===== config.mk =====
export PLATFORM = sky130hd
export DESIGN_NAME = axi_req_sched
export DESIGN_NICKNAME = d
export VERILOG_FILES = /design/src/rtl/axi_sched_pkg.sv /design/src/rtl/axi_wbuf.sv /design/src/rtl/axi_req_sched.sv
export SDC_FILE = /design/constraint.sdc
export NUM_CORES = 1
export LEC_CHECK = 0
export BUFFER_PORTS_ARGS = -buffer_cell sky130_fd_sc_hd__buf_2
export CAP_MARGIN = 20
export CORE_MARGIN = 5
export CORE_UTILIZATION = 55
export CTS_CLUSTER_SIZE = 40
export DETAILED_ROUTE_END_ITERATION = 12
export PLACE_DENSITY = 0.77
export SLEW_MARGIN = 10
export SYNTH_ARGS = -nofsm -noshare
export SYNTH_HDL_FRONTEND = slang
export SYNTH_SLANG_ARGS = --single-unit

===== constraint.sdc =====
create_clock -name aclk -period 7.47 [get_ports aclk]
set_input_delay 0.747 -clock aclk [delete_from_list [all_inputs] [get_ports aclk]]
set_output_delay 0.747 -clock aclk [all_outputs]
set_load 0.02 [all_outputs]

===== src/rtl/axi_sched_pkg.sv =====
// Shared types for the AXI request scheduler: FSM state encodings, read-ID
// values and the posted-write buffer entry layout.
package axi_sched_pkg;

  typedef enum logic {I_IDLE, I_DATA} i_state_e;
  typedef enum logic [1:0] {D_IDLE, D_HAZ, D_DATA} d_state_e;
  typedef enum logic {W_IDLE, W_BUSY} w_state_e;

  localparam logic RID_I = 1'b0;
  localparam logic RID_D = 1'b1;

  typedef struct packed {
    logic [31:0] addr;
    logic [31:0] data;
    logic [3:0]  strb;
  } wb_entry_t;

endpackage


===== src/rtl/axi_wbuf.sv =====
// Posted-write FIFO with a word-address match against every occupied entry,
// used by the scheduler to hold back D-side reads that would bypass a write.
module axi_wbuf
  import axi_sched_pkg::*;
#(
  parameter int WBUF_DEPTH = 4
) (
  input  logic        clk,
  input  logic        rst,
  input  logic        push,
  input  wb_entry_t   push_entry,
  input  logic        pop,
  output wb_entry_t   head,
  output logic        full,
  output logic        empty,
  input  logic [29:0] match_waddr,
  output logic        match
);

  localparam int PTR_W = $clog2(WBUF_DEPTH);

  logic [PTR_W-1:0] wr_ptr_q, wr_ptr_d;
  logic [PTR_W-1:0] rd_ptr_q, rd_ptr_d;
  logic [PTR_W:0]   count_q, count_d;
  wb_entry_t        mem_q [WBUF_DEPTH];
  logic [WBUF_DEPTH-1:0] match_vec;
  logic [PTR_W-1:0] off;

  always_comb begin
    wr_ptr_d = wr_ptr_q + PTR_W'(push);
    rd_ptr_d = rd_ptr_q + PTR_W'(pop);
    count_d  = count_q + (PTR_W+1)'(push) - (PTR_W+1)'(pop);
  end

  // An entry is occupied when its distance from the read pointer is below count.
  always_comb begin
    off       = '0;
    match_vec = '0;
    for (int i = 0; i < WBUF_DEPTH; i++) begin
      off          = PTR_W'(i) - rd_ptr_q;
      match_vec[i] = ({1'b0, off} < count_q) && (mem_q[i].addr[31:2] == match_waddr);
    end
  end

  always_ff @(posedge clk or posedge rst) begin
    if (rst) begin
      wr_ptr_q <= '0;
      rd_ptr_q <= '0;
      count_q  <= '0;
    end else begin
      wr_ptr_q <= wr_ptr_d;
      rd_ptr_q <= rd_ptr_d;
      count_q  <= count_d;
    end
  end

  always_ff @(posedge clk) begin
    if (push) mem_q[wr_ptr_q] <= push_entry;
  end

  assign head  = mem_q[rd_ptr_q];
  assign full  = (count_q == (PTR_W+1)'(WBUF_DEPTH));
  assign empty = (count_q == '0);
  assign match = |match_vec;

endmodule


===== src/rtl/axi_req_sched.sv =====
// Shares the AXI interface read/write ports between I-cache refill, D-side
// reads and buffered D-side writes, holding D reads that hit a pending write.
module axi_req_sched
  import axi_sched_pkg::*;
#(
  parameter int WBUF_DEPTH = 4,
  parameter int LEN_W      = 4
) (
  input  logic             aclk,
  input  logic             areset,
  input  logic             flush,
  input  logic             ir_req,
  input  logic [31:0]      ir_addr,
  input  logic [LEN_W-1:0] ir_len,
  output logic             ir_ack,
  output logic             ir_valid,
  output logic             ir_last,
  output logic [31:0]      ir_data,
  input  logic             dr_req,
  input  logic [31:0]      dr_addr,
  output logic             dr_ack,
  output logic             dr_valid,
  output logic [31:0]      dr_data,
  input  logic             dw_req,
  input  logic [31:0]      dw_addr,
  input  logic [31:0]      dw_data,
  input  logic [3:0]       dw_strb,
  output logic             dw_ack,
  output logic             wb_empty,
  output logic             axir_ireq,
  output logic [31:0]      axir_iaddr,
  output logic [LEN_W-1:0] axir_ilen,
  output logic             axir_dreq,
  output logic [31:0]      axir_daddr,
  input  logic             axir_rid,
  input  logic             axir_rdy,
  input  logic             axir_last,
  input  logic [31:0]      axir_data,
  output logic             axiw_req,
  output logic [31:0]      axiw_addr,
  output logic [31:0]      axiw_data,
  output logic [31:0]      axiw_sel,
  input  logic             axiw_rdy
);

  i_state_e i_state_q, i_state_d;
  d_state_e d_state_q, d_state_d;
  w_state_e w_state_q, w_state_d;

  logic             ireq_q, ireq_d, ir_ack_q, ir_ack_d, idrop_q, idrop_d;
  logic             ir_valid_q, ir_valid_d, ir_last_q, ir_last_d;
  logic [31:0]      ir_data_q, ir_data_d, iaddr_q, iaddr_d;
  logic [LEN_W-1:0] ilen_q, ilen_d;
  logic             dreq_q, dreq_d, dr_ack_q, dr_ack_d, ddrop_q, ddrop_d;
  logic             dr_valid_q, dr_valid_d;
  logic [31:0]      dr_data_q, dr_data_d, daddr_q, daddr_d;
  logic             wreq_q, wreq_d;
  logic [31:0]      waddr_q, waddr_d, wdata_q, wdata_d;
  logic [3:0]       wstrb_q, wstrb_d;

  logic        wb_full, wb_emp, wb_push, wb_pop, wb_match;
  logic [29:0] match_waddr;
  wb_entry_t   push_entry, head;

  always_comb begin
    push_entry.addr = dw_addr;
    push_entry.data = dw_data;
    push_entry.strb = dw_strb;
  end

  assign wb_push     = dw_req && !wb_full;
  assign wb_pop      = (w_state_q == W_BUSY) && axiw_rdy;
  assign match_waddr = (d_state_q == D_IDLE) ? dr_addr[31:2] : daddr_q[31:2];

  axi_wbuf #(.WBUF_DEPTH(WBUF_DEPTH)) u_wbuf (
    .clk         (aclk),
    .rst         (areset),
    .push        (wb_push),
    .push_entry  (push_entry),
    .pop         (wb_pop),
    .head        (head),
    .full        (wb_full),
    .empty       (wb_emp),
    .match_waddr (match_waddr),
    .match       (wb_match)
  );

  always_comb begin
    i_state_d  = i_state_q;
    ireq_d     = 1'b0;
    ir_ack_d   = 1'b0;
    ir_valid_d = 1'b0;
    ir_last_d  = 1'b0;
    ir_data_d  = ir_data_q;
    iaddr_d    = iaddr_q;
    ilen_d     = ilen_q;
    idrop_d    = idrop_q;
    case (i_state_q)
      I_IDLE: begin
        if (ir_req && !flush) begin
          i_state_d = I_DATA;
          ireq_d    = 1'b1;
          ir_ack_d  = 1'b1;
          iaddr_d   = ir_addr;
          ilen_d    = ir_len;
          idrop_d   = 1'b0;
        end
      end
      default: begin
        if (flush) idrop_d = 1'b1;
        if (axir_rdy && axir_rid == RID_I) begin
          // A beat arriving in the flush cycle is already stale.
          ir_valid_d = !(idrop_q || flush);
          ir_last_d  = axir_last && !(idrop_q || flush);
          ir_data_d  = axir_data;
          if (axir_last) begin
            i_state_d = I_IDLE;
            idrop_d   = 1'b0;
          end
        end
      end
    endcase
  end

  always_comb begin
    d_state_d  = d_state_q;
    dreq_d     = 1'b0;
    dr_ack_d   = 1'b0;
    dr_valid_d = 1'b0;
    dr_data_d  = dr_data_q;
    daddr_d    = daddr_q;
    ddrop_d    = ddrop_q;
    case (d_state_q)
      D_IDLE: begin
        if (dr_req && !flush) begin
          daddr_d = dr_addr;
          ddrop_d = 1'b0;
          if (wb_match) begin
            d_state_d = D_HAZ;
          end else begin
            d_state_d = D_DATA;
            dreq_d    = 1'b1;
            dr_ack_d  = 1'b1;
          end
        end
      end
      D_HAZ: begin
        if (flush) begin
          d_state_d = D_IDLE;
        end else if (!wb_match) begin
          d_state_d = D_DATA;
          dreq_d    = 1'b1;
          dr_ack_d  = 1'b1;
        end
      end
      default: begin
        if (flush) ddrop_d = 1'b1;
        if (axir_rdy && axir_rid == RID_D) begin
          dr_valid_d = !(ddrop_q || flush);
          dr_data_d  = axir_data;
          d_state_d  = D_IDLE;
          ddrop_d    = 1'b0;
        end
      end
    endcase
  end

  always_comb begin
    w_state_d = w_state_q;
    wreq_d    = 1'b0;
    waddr_d   = waddr_q;
    wdata_d   = wdata_q;
    wstrb_d   = wstrb_q;
    case (w_state_q)
      W_IDLE: begin
        if (!wb_emp && !flush) begin
          w_state_d = W_BUSY;
          wreq_d    = 1'b1;
          waddr_d   = head.addr;
          wdata_d   = head.data;
          wstrb_d   = head.strb;
        end
      end
      default: begin
        if (axiw_rdy) w_state_d = W_IDLE;
      end
    endcase
  end

  always_ff @(posedge aclk or posedge areset) begin
    if (areset) begin
      i_state_q  <= I_IDLE;
      d_state_q  <= D_IDLE;
      w_state_q  <= W_IDLE;
      ireq_q     <= 1'b0;
      ir_ack_q   <= 1'b0;
      ir_valid_q <= 1'b0;
      ir_last_q  <= 1'b0;
      ir_data_q  <= '0;
      iaddr_q    <= '0;
      ilen_q     <= '0;
      idrop_q    <= 1'b0;
      dreq_q     <= 1'b0;
      dr_ack_q   <= 1'b0;
      dr_valid_q <= 1'b0;
      dr_data_q  <= '0;
      daddr_q    <= '0;
      ddrop_q    <= 1'b0;
      wreq_q     <= 1'b0;
      waddr_q    <= '0;
      wdata_q    <= '0;
      wstrb_q    <= '0;
    end else begin
      i_state_q  <= i_state_d;
      d_state_q  <= d_state_d;
      w_state_q  <= w_state_d;
      ireq_q     <= ireq_d;
      ir_ack_q   <= ir_ack_d;
      ir_valid_q <= ir_valid_d;
      ir_last_q  <= ir_last_d;
      ir_data_q  <= ir_data_d;
      iaddr_q    <= iaddr_d;
      ilen_q     <= ilen_d;
      idrop_q    <= idrop_d;
      dreq_q     <= dreq_d;
      dr_ack_q   <= dr_ack_d;
      dr_valid_q <= dr_valid_d;
      dr_data_q  <= dr_data_d;
      daddr_q    <= daddr_d;
      ddrop_q    <= ddrop_d;
      wreq_q     <= wreq_d;
      waddr_q    <= waddr_d;
      wdata_q    <= wdata_d;
      wstrb_q    <= wstrb_d;
    end
  end

  assign ir_ack     = ir_ack_q;
  assign ir_valid   = ir_valid_q;
  assign ir_last    = ir_last_q;
  assign ir_data    = ir_data_q;
  assign dr_ack     = dr_ack_q;
  assign dr_valid   = dr_valid_q;
  assign dr_data    = dr_data_q;
  assign dw_ack     = !wb_full;
  assign wb_empty   = wb_emp;
  assign axir_ireq  = ireq_q;
  assign axir_iaddr = iaddr_q;
  assign axir_ilen  = ilen_q;
  assign axir_dreq  = dreq_q;
  assign axir_daddr = daddr_q;
  assign axiw_req   = wreq_q;
  assign axiw_addr  = waddr_q;
  assign axiw_data  = wdata_q;
  assign axiw_sel   = {28'b0, wstrb_q};

endmodule


# Yosys cells after proc, flatten, opt, wreduce, memory -nomap -nowiden
# Memory sizes are Yosys's and may differ from the RTL's. A register that Yosys moved wholly into a read port is not among the register bits.
# Index checks and enable logic that the tools add are counted.
# W data, S select, Z words.
[op_classes] muxes=37 eq_ne=8 n_reduce_logical=33 bitwise_logic=5 n_lt_le_gt_ge=4 n_addsub=8
[ops] op="$eq A30 B30 Y1" n=4
[ops] op="$mux W30" n=1
[ops] op="$mux W1" n=28
[ops] op="$logic_and A1 B1 Y1" n=12
[ops] op="$lt A2 B3 Y1" n=4
[ops] op="$mux W2" n=5
[ops] op="$reduce_and A2 Y1" n=5
[ops] op="$reduce_and A3 Y1" n=2
[ops] op="$reduce_bool A3 Y1" n=2
[ops] op="$logic_not A1 Y1" n=5
[ops] op="$not A1 Y1" n=5
[ops] op="$add A2 B1 Y2" n=2
[ops] op="$pmux W1 S2" n=2
[ops] op="$pmux W2 S2" n=1
[ops] op="$reduce_or A4 Y1" n=1
[ops] op="$sub A1 B2 Y2 const A" n=2
[ops] op="$sub A2 B2 Y2 const A" n=2
[ops] op="$add A3 B1 Y3" n=1
[ops] op="$eq A3 B3 Y1 const B" n=1
[ops] op="$logic_not A3 Y1" n=1
[ops] op="$ne A3 B3 Y1 const B" n=1
[ops] op="$sub A3 B1 Y3" n=1
[ops] op="$eq A2 B1 Y1 const B" n=1
[ops] op="$logic_not A2 Y1" n=1
[ops] op="other kinds (4)" n=5
[word_totals] regBits=151 ramBits=272 memories=1 out_inout_bits=238
[memory_table] name="u_wbuf.mem_q" words=4 width=68 rd=5 rd_clocked_by_memory_dff=1 write_ports=1 line_no="axi_wbuf.sv:25" source="wb_entry_t mem_q [WBUF_DEPTH];"

# Depth between registers and ports, before layout
# Gate-level depths: netlist (run 1).
[logic_depth] word_depth=8 depth_mapped=13 mapped_depth_nobuf=11

# Cells and area by module
# Synthesis (run 1) repeated with hierarchy kept, for this count alone.
[hier_totals] hier_cells=1163 area_unflattened_um2=20076.8
[modules_own_cells] module="axi_wbuf" cells_per_inst=563 instances=1 area_per_inst_um2=11558.6
[modules_own_cells] module="axi_req_sched" cells_per_inst=600 instances=1 area_per_inst_um2=8518.2

# Worst setup path after synthesis (run 1)
# No wires, ideal clock.
[synth_timing] path_type="input -> register" start="input dw_req" end="memory u_wbuf.mem_q[0][0] (netlist bit), enable pin" t_arrival_ns=5.443 slack_ns=1.449 stages=2 setup_time_ns=0.578 cell_sequence="nand2_1 nor3_1"
[synth_via] elab_chain_cells=3
[synth_rtl] element="start, declared" line_no="axi_req_sched.sv:24" source="input logic dw_req,"
[synth_rtl] element="$logic_and A1 B1 Y1" line_no="axi_req_sched.sv:71" source="assign wb_push = dw_req && !wb_full;"
[synth_rtl] element="$mux W1" line_no="axi_wbuf.sv:58" source="if (push) mem_q[wr_ptr_q] <= push_entry;"
[synth_rtl] element="$mux W1 (not written as such)" line_no="axi_wbuf.sv:58"
[synth_rtl] element="end, declared" line_no="axi_wbuf.sv:25"
# Every way passes these cells.

# Worst setup path in the final report (run 1)
[layout_timing] start="register d_state_q[1]" end="register d_state_q[1]"
[layout_via] elab_chain_cells=8 word_cells_on_any_way=19 classes_between="eq/ne: 7; mux: 4; reduce/logical: 8"
[layout_rtl] element="start, declared" line_no="axi_req_sched.sv:47" source="d_state_e d_state_q, d_state_d;"
[layout_rtl] element="start signal, assigned" line_no="axi_req_sched.sv:215" source="d_state_q <= d_state_d;"
[layout_rtl] element="$logic_not A2 Y1" line_no="axi_req_sched.sv:73, axi_req_sched.sv:133"
[layout_rtl] element="$mux W30" line_no="axi_req_sched.sv:73" source="assign match_waddr = (d_state_q == D_IDLE) ? dr_addr[31:2] : daddr_q[31:2];"
[layout_rtl] element="$eq A30 B30 Y1" line_no="axi_wbuf.sv:41" source="match_vec[i] = ({1'b0, off} < count_q) && (mem_q[i].addr[31:2] == match_waddr);"
[layout_rtl] element="$logic_and A1 B1 Y1" line_no="axi_wbuf.sv:41"
[layout_rtl] element="$reduce_or A4 Y1" line_no="axi_wbuf.sv:64" source="assign match = |match_vec;"
[layout_rtl] element="$mux W2" line_no="axi_req_sched.sv:138" source="if (wb_match) begin"
[layout_rtl] element="$mux W2" line_no="axi_req_sched.sv:135" source="if (dr_req && !flush) begin"
[layout_rtl] element="$pmux W2 S2" line_no="axi_req_sched.sv:133" source="case (d_state_q)"
# Parallel ways exist; a longest one is shown, timed or not. The select of a mux whose other input is x is not followed.
# A chain may end at the register's enable or synchronous reset.

==> results of run 1 <==
-- logic make-up (layout without fill, tap and decap cells) --
group           after synthesis  count (layout)  synth area share, %
compound gates              197             197                6.382
other cells                   1              31              0.01751
flops                       491             491                63.74
xor+xnor                    105             105                4.295
mux                         233             233                15.85
buf+inv                     176             569                3.945
simple gates                243             243                5.201
fa+ha+maj                     9               9               0.5610
-- layout make-up --
cell class	instances	share of cell area [%]
Sequential cell	491	53.98
Multi-Input combinational cell	815	27.89
Timing Repair Buffer	405	8.350
Clock buffer	69	5.342
Tap cell	518	2.562
Inverter	75	1.143
Clock inverter	20	0.7024
Antenna cell	3	0.02968
-- power groups by stage --
stage / clock, W / sequential [W] / combinational (W)
4_1_cts: 0.00237 / 0.00428 / 0.00342
3_3_place_gp: 0 / 0.00428 / 0.00335
2_1_floorplan: 0 / 0.00457 / 0.00179
5_1_grt: 0.00249 / 0.00436 / 0.00364
6_report: 0.00234 / 0.00430 / 0.00342
3_5_place_dp: 0 / 0.00432 / 0.00339
-- metal layers --
| layer | routed length (um) | track usage, % |
|---|---|---|
| met2 | 35450 | 54.22 |
| met1 | 28730 | 45.23 |
| met5 | 71 | 0 |
| met3 | 5317 | 6.226 |
| met4 | 2486 | 11.01 |
-- worst min-delay path by stage --
stage	from	endpoint	slack [ps]	cells past startpoint
after global routing	axir_last	i_state_q$_DFF_PP0_	350	2
after global placement	ddrop_q$_DFFE_PP0P_	dr_valid$_DFF_PP0_	440	1
final	areset	ir_data[26]$_DFFE_PP0P_	270	2
after floorplan	ddrop_q$_DFFE_PP0P_	dr_valid$_DFF_PP0_	410	1
after CTS	areset	axiw_addr[18]$_DFFE_PP0P_	330	2
after detailed placement	ddrop_q$_DFFE_PP0P_	dr_valid$_DFF_PP0_	440	1
-- cell usage in the layout, fill, tap and decap left out, types with 6 or more instances in the layout --
cell       instances
a2111oi_0          6
a21oi_1           35
a221oi_1          12
a222oi_1           6
a31oi_1            6
buf_2            387
buf_4             16
clkbuf_1          15
clkbuf_16         49
clkinv_2           7
conb_1            28
dfrtp_1          217
edfxtp_1         272
ha_1               8
inv_1             74
mux2_2           149
mux2i_1           14
mux4_2            68
nand2_1          148
nand3_1           15
nand4_1            8
nor2_1            11
nor3_1            17
nor4_1            10
o211ai_1           7
o21ai_0           42
o221ai_1          13
o22ai_1           27
xnor2_1           53
xor2_1            52
-- worst max-delay path: cells and delay by family, from the launching register on --
family | cells | cell delay, ps
flops | 1 | 520
simple gates | 5 | 1700
compound gates | 1 | 70
xor+xnor | 1 | 120
mux | 1 | 430
buf+inv | 1 | 600
-- through the flow --
stage | setup WS [ps] | cell area [um2] | util [%] | std cells | total power, W
after global routing | 3733 | 25290 | 65.60 | 2395 | 0.01050
after floorplan | 730.3 | 21510 | - | 1482 | 0.006361
after CTS | 3984 | 25230 | 65.44 | 2391 | 0.01008
after global placement | 4053 | 23700 | 61.47 | 2302 | 0.007631
final | 3905 | 25290 | 65.60 | 2396 | 0.01006
after detailed placement | 3993 | 23700 | 61.47 | 2302 | 0.007712
-- state kept, by name, indices dropped and copies added, names as in the netlist, 2 cells and up --
name             flops
u_wbuf.count_q       3
axir_ilen            4
dr_data             32
u_wbuf.rd_ptr_q      2
axiw_addr           32
axir_iaddr          32
u_wbuf.wr_ptr_q      2
ir_data             32
wstrb_q              4
axir_daddr          32
u_wbuf.mem_q       272
d_state_q            2
axiw_data           32
==> flow_summary.json, run 1 <==
{
  "outcome": "finished, final reports clean",
  "pin_count": 416,
  "seq_area_mm2": 0.01365,
  "antenna_found_initial": 9,
  "pwr-share-comb_pct": 34.0,
  "slew_violations": 0,
  "synth_most_common_cell": "edfxtp_1",
  "cellPowerDensity_mw_per_mm2": 397.7,
  "globalplace.congestion": 1.012,
  "cpPeakStageDelay_ps": 600,
  "rsz0062_at_grt": "no",
  "async_reset_ff_share_pct": 44.60,
  "drv_cap": 0,
  "multiInputGateArea_mm2": 0.007056,
  "clkLatencyLatePin_ps": 590,
  "grt_max_degree": 116,
  "period_needed_ps": 3565,
  "yosysWarnings": 0,
  "core-area_mm2": 0.03856,
  "synth_sequential_area_ratio_pct": 63.74,
  "ff2ff_path_depth": 9,
  "ant_nets": 0,
  "ir_drop_mv": 0.3564,
  "synth_edf_count": 272,
  "vias": 14490,
  "rows": 72,
  "endpoint": "d_state_q[1]$_DFFE_PP0P_",
  "hold_viol": 0,
  "viasPerCell": 6.047,
  "cts_made_buffers": 48,
  "cts_tree": "done",
  "fp.dieW_um": 207.3,
  "cp-startpoint": "d_state_q[1]$_DFFE_PP0P_",
  "clockBufferDepth": 3,
  "p_sw_share_pct": 36.78,
  "netlist_instances": 1455,
  "seq_power_share_pct": 42.7,
  "p_sw_w": 0.003699,
  "drc": 0,
  "wl_um": 72060,
  "synth_commonest_cells": "272 x edfxtp_1, 219 x dfrtp_1, 149 x mux2_2, 148 x nand2_1, 75 x inv_1",
  "avgRoutedWirePerCell_um": 30.08,
  "crit_slowest_cell": "buf_4",
  "hold_buffers": 0,
  "grt_pass1_vias": 14950,
  "synth.distinct_cells": 66,
  "startpoint_type": "flop",
  "cp_max_fo": 43,
  "drive_above_1_share_pct": 38.40,
  "skew_ps": 9.857,
  "cts_sinks": 491,
  "tns_ps": 0,
  "clock.fmax_mhz": 280.5,
  "grt_overflow": 0,
  "drt_iter0_markers": 1353,
  "r2r_end": "d_state_q[1]$_DFFE_PP0P_",
  "arrival_ps": 4040,
  "rrSetupSlack_ps": 3900,
  "end_kind": "flop",
  "synth_area_mm2": 0.02141,
  "die-area_mm2": 0.04297,
  "setup_violations": 0,
  "fin_nets": 2023,
  "drt_pre_antenna_iters": 5,
  "cp.required_ps": 7940,
  "htreeDepth": 2,
  "p_int_w": 0.006360,
  "relSlewSlack_pct": 27.80,
  "yosysTopAreaCell": "edfxtp_1",
  "die_h_um": 207.3,
  "crit_chain": "nor2_8, buf_4, mux2i_4, xnor2_1, nor4_1, nand4_1, nor4_2, or3_1, o21ai_1",
  "io_buffers": 387,
  "fillers": 2766,
  "hold-worst-slack_ps": 268.2,
  "p_leak_nw": 10.34,
  "cts.repair.resized": 0,
  "hpwl_um": 53130,
  "finalCritPeriodShare_pct": 47.73,
  "clockPowerShare_pct": 23.3,
  "worstMarginPinSlew_ps": 1081,
  "clk_pin_slew_ps": 70,
  "synth_top_area_share_pct": 38.15,
  "grt_pass1_wl_um": 105200,
  "syn_avg_cell_area_um2": 14.72,
  "gr-usage-all-layers_pct": 33.04,
  "regToRegStartpoint": "d_state_q[1]$_DFFE_PP0P_",
  "syn_to_final_growth_pct": 18.14,
  "cts-root-buf": "clkbuf_16",
  "crit_type": "reg -> reg",
  "synth-main-ff-cell": "edfxtp_1",
  "ys_seq_elements": 491,
  "min_path_type": "in -> async",
  "cts_setup_buffers": 0,
  "initial_core_util_pct": 55.53,
  "synthTopCellsByArea": "edfxtp_1 38%, dfrtp_1 26%, mux2_2 7.8%"
}
No activity file was read; power rests on OpenSTA's default activity.
==> run 2: changes to the inputs <==
Settings changed: CORE_UTILIZATION 55 to 50, PLACE_DENSITY 0.77 to 0.74.
Clock period 7.47 ns to 3.2 ns, I/O delays scaled along.
==> flow_summary.json, run 2 (same netlist as run 1, synthesis figures left out) <==
{
  "crit_chain": "nor2_8, buf_4, o21ai_0, nor4_2, a22oi_1, or3b_2, nor3_1, a31o_1, or3_1, o21ai_1",
  "worst_slack_ps": 241.6,
  "die_h_um": 216.9,
  "p_int_w": 0.01551,
  "vias": 15350,
  "drv_cap": 0,
  "p_sw_w": 0.008778,
  "clkLatencyLatePin_ps": 590,
  "drt_pre_antenna_iters": 6,
  "crit_type": "reg -> reg",
  "antenna_found_initial": 4,
  "cpPeakStageDelay_ps": 480,
  "clk_pin_slew_ps": 60,
  "hpwl_um": 54870,
  "htreeDepth": 2,
  "wl_um": 74010,
  "outcome": "finished, final reports clean",
  "cts_made_buffers": 49,
  "hold_viol": 0,
  "placed_area_mm2": 0.02439,
  "clockBufferDepth": 3,
  "grt_overflow": 0,
  "fp.dieW_um": 216.9,
  "post-place-ws_ps": 282.8,
  "drive_above_1_share_pct": 37.98,
  "cp.required_ps": 3680,
  "viasPerCell": 5.838,
  "rows": 75,
  "ir_drop_mv": 0.7022,
  "largest_reg_flops": 272,
  "grt_max_degree": 69,
  "clockPowerShare_pct": 23.9,
  "drt_iter0_markers": 1506,
  "cp_max_fo": 9,
  "setup_violations": 0,
  "fin_nets": 2234,
  "final_cell_mix": "387 x buf_2, 272 x edfxtp_1, 217 x dfrtp_1, 149 x mux2_2, 148 x nand2_1",
  "p_leak_nw": 11.37,
  "cts-root-buf": "clkbuf_16",
  "arrival_ps": 3440,
  "finalCritPeriodShare_pct": 92.45,
  "avgRoutedWirePerCell_um": 28.15,
  "min_path_type": "in -> reg",
  "skew_ps": 14.45,
  "fin_area_mm2": 0.02750,
  "cellPowerDensity_mw_per_mm2": 883.1,
  "io_buffers": 387,
  "die-area_mm2": 0.04706,
  "tns_ps": 0,
  "initial_core_util_pct": 50.82,
  "startpoint_type": "flop",
  "globalplace.congestion": 1.065,
  "end_kind": "flop",
  "drc": 0,
  "pwr-share-comb_pct": 35.5,
  "gr-usage-all-layers_pct": 31.05,
  "rsz0062_at_grt": "no",
  "relSlewSlack_pct": 46.16,
  "worstMarginPinSlew_ps": 807.6,
  "period_needed_ps": 2958,
  "slew_violations": 0,
  "syn_to_final_growth_pct": 28.45,
  "core-area_mm2": 0.04213,
  "pin_count": 416,
  "crit_slowest_cell": "or3b_2",
  "cts_tree": "done",
  "p_sw_share_pct": 36.14,
  "grt_pass1_vias": 15970,
  "cts_sinks": 491,
  "max_flop_register": "u_wbuf.mem_q",
  "critical_path.top_delay_family": "simple AND/OR/NAND/NOR gates",
  "ant_nets": 0,
  "seq_power_share_pct": 40.6,
  "crit_buf_inv": 1,
  "clock.fmax_mhz": 338.0,
  "final_common_cell": "buf_2",
  "grt_pass1_wl_um": 108300
}
==> run 2: cell types whose count changed in the layout (fill, tap and decap cells not counted), moves of 2 or more <==
cell,change
buf_16,-2
bufinv_16,+2
clkinv_4,-2
dlygate4sd3_1,+142
clkbuf_8,+4
buf_4,+58
buf_12,+12
clkinv_2,+2
==> run 2: worst reg2reg max path: stages (launching register included) <==
cell     delay (ps)
dfrtp_1         470
nor2_8          270
buf_4           240
o21ai_0         220
nor4_2          430
a22oi_1         150
or3b_2          480
nor3_1          150
a31o_1          210
or3_1           160
o21ai_1          70
==> run 2: final timing paths <==
path,depth (start not counted),to,startpoint,slack (ps)
max,10,d_state_q[1]$_DFFE_PP0P_,d_state_q[0]$_DFFE_PP0P_,240
min,3,ir_data[2]$_DFFE_PP0P_,axir_data[2],30
max reg2reg,10,d_state_q[1]$_DFFE_PP0P_,d_state_q[0]$_DFFE_PP0P_,240
min reg2reg,1,dr_valid$_DFF_PP0_,ddrop_q$_DFFE_PP0P_,440
max in group asynchronous,5,axiw_addr[4]$_DFFE_PP0P_,areset,2050
min in group asynchronous,3,axir_iaddr[31]$_DFFE_PP0P_,areset,270
==> run 2: through the flow <==
stage | total power [W] | std cells | hold slack (ps) | utilization [%]
2_1_floorplan | 0.01482 | 1482 | 405.7 | -
3_3_place_gp | 0.01821 | 2392 | 426.5 | 57.89
3_5_place_dp | 0.01838 | 2392 | 427.6 | 57.89
4_1_cts | 0.02435 | 2626 | 1.999 | 65.20
5_1_grt | 0.02538 | 2629 | 14.11 | 65.27
6_report | 0.02429 | 2629 | 26.42 | 65.27
==> run 2: cell type report <==
type	instances	area [um2]
sequential	491	13660
clock buffer	73	1428
multi-input combinational	815	7068
timing repair buffer	615	4154
inverter	75	285.3
fill	2985	14630
tap	539	674.4
clock inverter	19	232.7
antenna	2	5.005
==> run 2: metal layers <==
| metal | wire [um] | global-route usage (%) | share of wire [%] | vias up |
|---|---|---|---|---|
| met5 | 14 | 0 | 0.019 | - |
| li1 | - | - | - | 6567 |
| met1 | 29380 | 41.49 | 40 | 7816 |
| met3 | 6096 | 6.559 | 8.2 | 151 |
| met4 | 2863 | 10.13 | 3.9 | 4 |
| met2 | 35660 | 51.58 | 48 | 811 |
==> run 2: power by group through the flow <==
stage / Sequential (W) / Clock, W / Combinational [W]
6_report: 0.00986 / 0.00580 / 0.00862
5_1_grt: 0.0100 / 0.00621 / 0.00916
4_1_cts: 0.00982 / 0.00589 / 0.00865
3_5_place_dp: 0.00992 / 0 / 0.00846
3_3_place_gp: 0.00983 / 0 / 0.00838
2_1_floorplan: 0.0106 / 0 / 0.00418
==> run 2: what timing repair did <==
item / in CTS / in global routing
hold buffers: 142 / 0
endpoints found under the hold margin: 400 / 0
resized for setup: 0 / 1
endpoints found under the setup margin: 0 / 1
buffers inserted: 0 / 0
